[config.mk]
export PLATFORM = sky130hd
export DESIGN_NAME = frac_n_divider
export DESIGN_NICKNAME = d
export VERILOG_FILES = /design/src/rtl/frac_n_div_pkg.sv /design/src/rtl/frac_n_accum.sv /design/src/rtl/frac_n_divider.sv
export SDC_FILE = /design/constraint.sdc
export NUM_CORES = 1
export LEC_CHECK = 0
export ABC_CLOCK_PERIOD_IN_PS = 7400
export BUFFER_PORTS_ARGS = -buffer_cell sky130_fd_sc_hd__buf_4
export CAP_MARGIN = 15
export CORE_MARGIN = 1
export CORE_UTILIZATION = 40
export DETAILED_ROUTE_END_ITERATION = 7
export PLACE_DENSITY = 0.65
export SYNTH_ARGS = -nofsm -noshare
export SYNTH_HDL_FRONTEND = slang
export SYNTH_SLANG_ARGS = --single-unit
[constraint.sdc]
create_clock -name freq_in -period 7.4 [get_ports freq_in]
set_clock_uncertainty 0.2 [all_clocks]
set_input_delay 1.48 -clock freq_in [delete_from_list [all_inputs] [get_ports freq_in]]
set_output_delay 1.48 -clock freq_in [all_outputs]
set_load 0.05 [all_outputs]
[src/rtl/frac_n_div_pkg.sv]
// Shared constants and helpers for the fractional-N feedback divider.
package frac_n_div_pkg;

  // Smallest integer modulus the divider will run with.
  localparam int unsigned N_MIN = 32'd4;

  // Default integer modulus width and the matching modulus width.
  localparam int unsigned N_WIDTH_DEF   = 32'd9;
  localparam int unsigned MOD_WIDTH_DEF = N_WIDTH_DEF + 32'd1;

  // Modulus width for a given integer width: one extra bit holds n + carry.
  function automatic int unsigned mod_width(input int unsigned n_width);
    return n_width + 32'd1;
  endfunction

  // Number of high cycles of freq_out in a period of modulus m.
  function automatic int unsigned high_cycles(input int unsigned m);
    return m >> 1;
  endfunction

endpackage

[src/rtl/frac_n_accum.sv]
// First-order fractional accumulator: adds the fractional word once per
// output period and reports the carry out of the FRAC_WIDTH-bit sum.
module frac_n_accum
  import frac_n_div_pkg::*;
#(
  parameter int FRAC_WIDTH = 16
) (
  input  logic                  freq_in,
  input  logic                  reset_n,
  input  logic                  i_step,
  input  logic [FRAC_WIDTH-1:0] i_frac,
  output logic                  o_carry
);

  logic [FRAC_WIDTH-1:0] r_acc;
  logic [FRAC_WIDTH:0]   w_sum;

  assign w_sum   = {1'b0, r_acc} + {1'b0, i_frac};
  assign o_carry = w_sum[FRAC_WIDTH];

  // Accumulator advances (wrapping) only on a period boundary.
  always_ff @(posedge freq_in or negedge reset_n) begin
    if (!reset_n) begin
      r_acc <= '0;
    end else if (i_step) begin
      r_acc <= w_sum[FRAC_WIDTH-1:0];
    end else begin
      r_acc <= r_acc;
    end
  end

endmodule

[src/rtl/frac_n_divider.sv]
// Fractional-N feedback divider: divides freq_in by n_int + frac/2^FRAC_WIDTH
// on average. Configuration is shadowed and only applied on period boundaries.
module frac_n_divider
  import frac_n_div_pkg::*;
#(
  parameter int          N_WIDTH    = 9,
  parameter int          FRAC_WIDTH = 16,
  parameter int unsigned N_RST      = 248,
  parameter int unsigned F_RST      = 0
) (
  input  logic                  freq_in,
  input  logic                  reset_n,
  input  logic [N_WIDTH-1:0]    n_int,
  input  logic [FRAC_WIDTH-1:0] frac,
  input  logic                  load,
  output logic                  freq_out,
  output logic [N_WIDTH:0]      mod_out,
  output logic                  carry_out,
  output logic                  cfg_clamp
);

  localparam int MW = int'(mod_width(N_WIDTH));

  logic [MW-1:0]         r_count;
  logic [N_WIDTH-1:0]    r_n_act;
  logic [N_WIDTH-1:0]    r_n_sh;
  logic [FRAC_WIDTH-1:0] r_f_act;
  logic [FRAC_WIDTH-1:0] r_f_sh;
  logic                  r_pend;
  logic                  r_freq_out;
  logic [MW-1:0]         r_mod;
  logic                  r_carry;
  logic                  r_clamp;

  logic                  w_bnd;
  logic [N_WIDTH-1:0]    w_n_new;
  logic [FRAC_WIDTH-1:0] w_f_new;
  logic                  w_carry;
  logic                  w_clamp_new;
  logic [N_WIDTH-1:0]    w_n_eff;
  logic [MW-1:0]         w_mod_new;
  logic [MW-1:0]         w_count_nxt;
  logic [MW-1:0]         w_mod_nxt;
  logic [MW-1:0]         w_high;
  logic                  w_freq_nxt;

  // A boundary is the edge where the down-counter sits at zero.
  assign w_bnd = (r_count == '0);

  // Config that becomes active at this boundary (shadow if one is pending).
  assign w_n_new     = r_pend ? r_n_sh : r_n_act;
  assign w_f_new     = r_pend ? r_f_sh : r_f_act;
  assign w_clamp_new = (w_n_new < N_WIDTH'(N_MIN));
  assign w_n_eff     = w_clamp_new ? N_WIDTH'(N_MIN) : w_n_new;
  assign w_mod_new   = {1'b0, w_n_eff} + MW'(w_carry);

  frac_n_accum #(
    .FRAC_WIDTH (FRAC_WIDTH)
  ) u_accum (
    .freq_in (freq_in),
    .reset_n (reset_n),
    .i_step  (w_bnd),
    .i_frac  (w_f_new),
    .o_carry (w_carry)
  );

  // Next counter value and the modulus of the period that value belongs to.
  always_comb begin
    w_count_nxt = r_count;
    w_mod_nxt   = r_mod;
    if (w_bnd) begin
      w_count_nxt = w_mod_new - MW'(1'b1);
      w_mod_nxt   = w_mod_new;
    end else begin
      w_count_nxt = r_count - MW'(1'b1);
      w_mod_nxt   = r_mod;
    end
  end

  // Output is high for the first M>>1 counts of each period (count >= M-H).
  assign w_high     = MW'(high_cycles(32'(w_mod_nxt)));
  assign w_freq_nxt = (w_count_nxt >= (w_mod_nxt - w_high));

  // Shadow capture; a load always re-arms pend, even on a boundary edge.
  always_ff @(posedge freq_in or negedge reset_n) begin
    if (!reset_n) begin
      r_n_sh <= N_WIDTH'(N_RST);
      r_f_sh <= FRAC_WIDTH'(F_RST);
      r_pend <= 1'b0;
    end else if (load) begin
      r_n_sh <= n_int;
      r_f_sh <= frac;
      r_pend <= 1'b1;
    end else if (w_bnd) begin
      r_pend <= 1'b0;
    end else begin
      r_pend <= r_pend;
    end
  end

  // Active config takes the shadow only at a boundary with a pending load.
  always_ff @(posedge freq_in or negedge reset_n) begin
    if (!reset_n) begin
      r_n_act <= N_WIDTH'(N_RST);
      r_f_act <= FRAC_WIDTH'(F_RST);
    end else if (w_bnd && r_pend) begin
      r_n_act <= r_n_sh;
      r_f_act <= r_f_sh;
    end else begin
      r_n_act <= r_n_act;
      r_f_act <= r_f_act;
    end
  end

  // Counter, divided clock and per-period status registers.
  always_ff @(posedge freq_in or negedge reset_n) begin
    if (!reset_n) begin
      r_count    <= '0;
      r_freq_out <= 1'b0;
      r_mod      <= '0;
      r_carry    <= 1'b0;
      r_clamp    <= 1'b0;
    end else begin
      r_count    <= w_count_nxt;
      r_freq_out <= w_freq_nxt;
      r_mod      <= w_mod_nxt;
      if (w_bnd) begin
        r_carry <= w_carry;
        r_clamp <= w_clamp_new;
      end else begin
        r_carry <= r_carry;
        r_clamp <= r_clamp;
      end
    end
  end

  assign freq_out  = r_freq_out;
  assign mod_out   = r_mod;
  assign carry_out = r_carry;
  assign cfg_clamp = r_clamp;

endmodule

==> reports/metrics.cfg <==
[clock_network]
cts_hold_buffers=0
clock_path_buffers=2
cts_setup_buffers=0
clkLatencyLatePin_ns=0.35
cts_resized=0
cts_tree=yes
clkSinkCount=90
clkTransAtPathRegs_ns=0.07
htreeDepth=3
root_buffer=clkbuf_16
cts-buffers-inserted=9

[timing]
max_freq_mhz=150
setup_tns_ns=0
min_period_ns=6.69
period_share=0.904
rsz0062_at_grt=no
drv_slew=0
slew_headroom=0.539
worst_pin_slew_ns=0.691
setup_violations=0
timing_hold_violations_final=0
whs_ns=0.277

[place]
io_buffers=40
placed_cell_area_sq_um=5820
gp_congestion=0.885
hpwl_microns=7740

[route]
first_pass_iters=4
vias=3797
drt_wl_total_microns=10900
drc=0
drt-initial-drc-count=189
ant_nets=0
vias_per_cell=5.30
wl_per_cell_microns=15.3

[synthesis]
yosysWarnings=0
synth_edf_count=0
syn_area_per_cell_sq_um=10.7
synthSimpleGateAreaFrac=0.135
synth_xor_area_frac=0.0424
synth_area_sq_um=5370
yosys_most_used_dff=dfrtp_1
ys_async_sr_fraction=1.00
synth.largest_area_cell=dfrtp_1
synthAdderAreaFrac=0.0959
ys_ff_latch=90
synth_top_family_by_area=multiplexers
ys_seq_area_frac=0.421
synth.distinct_cells=64
synth_area_leaders=dfrtp_1, mux2_2, ha_1
synth_nets=569
synth_cells=501
synth_top_area_share=0.373
synth-compound-area-share=0.111
synth_mux_area_frac=0.163

[global_route]
antenna_found_initial=0
grt_pass1_wl_microns=18900
grt_util_all_layers=0.170
grt_pass1_vias=3804
grt_overflow=0
grt_max_degree=56

[layout]
finish.instance_area_sq_um=6160
antennaDiodeCount=0
layout_common_cells=dfrtp_1, mux2_2, nand2_1
final_common_cell=dfrtp_1
layout-drive-gt1-share=0.285
syn_to_final_growth_pct=14.6
final_nets=608

[floorplanning]
ios=41
die_w_microns=118
row_count=41
initial_core_util=0.417
core_sq_um=12900
fp.dieH_microns=118
die_area_sq_um=13900

[pwr]
vdd_drop_max_mv=0.165
power.leakage_nw=2.85
power_density_nw_per_um2=404

[critical_path]
cp_max_fo=15
path_class=flip-flop to flip-flop
cp.required_ns=7.43
cp-start-kind=flip-flop
crit_path_end_kind=flip-flop
cp.arrival_ns=6.71

[worst_hold_path]
hold_path_class=flip-flop to flip-flop

[flow_run]
drv_cap=0

[outcome]
status=finished, final reports clean

==> routing by layer <==
metal	vias to the layer above	global-route usage	routed length, microns
met1	1829	0.234	5560
met4	0	0.0777	224
met2	70	0.261	4820
met5	-	0	0
li1	1883	-	-
met3	15	0.0286	321
==> final timing paths <==
kind | endpoint | slack, ns | cells past startpoint | from
setup reg to reg | freq_out | 0.71 | 25 | r_pend
min in group asynchronous | r_f_sh[4] | 0.88 | 1 | reset_n
setup / recovery | freq_out | 0.71 | 25 | r_pend
max in group asynchronous | r_n_sh[2] | 5.04 | 2 | reset_n
hold reg to reg | r_count[0] | 0.28 | 1 | r_count[0]
hold / removal | r_count[0] | 0.28 | 1 | r_count[0]
==> layout make-up <==
| cell class | instances | area, sq um |
|---|---|---|
| Fill cell | 1191 | 6720 |
| Multi-Input combinational cell | 374 | 2940 |
| Sequential cell | 90 | 2260 |
| Timing Repair Buffer | 44 | 338 |
| Clock buffer | 10 | 239 |
| Tap cell | 172 | 215 |
| Clock inverter | 5 | 78.8 |
| Inverter | 21 | 78.8 |
==> where the power goes <==
part           switching [W]  internal [W]  total [W]
clock network       0.000193      0.000303   0.000496
logic               0.000648      0.000546    0.00119
registers           0.000129      0.000669   0.000799
total               0.000970       0.00152    0.00249
==> cell usage after synthesis, types with 2 or more instances <==
| library cell | n |
|---|---|
| dfrtp_1 | 80 |
| mux2_2 | 67 |
| nand2_1 | 55 |
| ha_1 | 38 |
| a21oi_1 | 24 |
| nor2_1 | 22 |
| o21ai_0 | 21 |
| inv_1 | 20 |
| xnor2_1 | 14 |
| nand3_1 | 12 |
| xor2_1 | 12 |
| a21o_1 | 11 |
| dfstp_2 | 10 |
| clkbuf_1 | 9 |
| mux2i_1 | 9 |
| nor3_1 | 8 |
| nand2b_1 | 6 |
| nand4_1 | 6 |
| or3_1 | 6 |
| a211oi_1 | 5 |
| nor4_2 | 5 |
| o21a_1 | 4 |
| a31oi_1 | 3 |
| mux2_1 | 3 |
| o211ai_1 | 3 |
| o21bai_1 | 3 |
| o31ai_1 | 3 |
| a211o_1 | 2 |
| and3_1 | 2 |
| buf_2 | 2 |
| fa_1 | 2 |
| nor2b_1 | 2 |
==> worst max-delay path: stages, from the launching register on <==
cell	delay (ns)
dfrtp_1	0.78
mux2_2	0.41
ha_1	0.22
fa_1	0.45
a211oi_1	0.24
nor2_1	0.11
a31o_2	0.26
o41ai_2	0.37
o21a_1	0.22
o21ai_1	0.10
ha_1	0.27
ha_1	0.28
o21a_1	0.15
o21a_1	0.21
a21oi_1	0.30
ha_1	0.30
nor2b_1	0.13
o21ai_0	0.21
a21oi_1	0.11
o21ai_0	0.22
a21oi_1	0.14
a31oi_1	0.25
xnor2_1	0.15
ha_1	0.26
a21oi_1	0.14
o21ai_0	0.10
==> sequential cells by signal, indices dropped and copies added, names as in the netlist <==
| signal | count |
|---|---|
| cfg_clamp | 1 |
| freq_out | 1 |
| r_f_act | 16 |
| mod_out | 10 |
| carry_out | 1 |
| r_pend | 1 |
| u_accum.r_acc | 16 |
| r_n_act | 9 |
| r_f_sh | 16 |
| r_count | 10 |
| r_n_sh | 9 |
==> through the flow <==
stage	std cells	util	power [W]	worst slack, ns
6_report	716	0.478	0.00249	0.713
5_1_grt	716	0.478	0.00270	0.315
3_3_place_gp	700	0.452	0.00195	0.972
2_1_floorplan	501	-	0.00173	1.22
3_5_place_dp	700	0.452	0.00200	0.734
4_1_cts	715	0.477	0.00251	0.682
==> kinds of logic after synthesis <==
family,Yosys count
adder cells (fa/ha/maj),40
flip-flops,90
XOR/XNOR,26
AND/OR/NAND/NOR,139
buffers and inverters,37
AO/OA/AOI/OAI,90
multiplexers,79
Note: power is estimated with default switching activity, not from simulation.
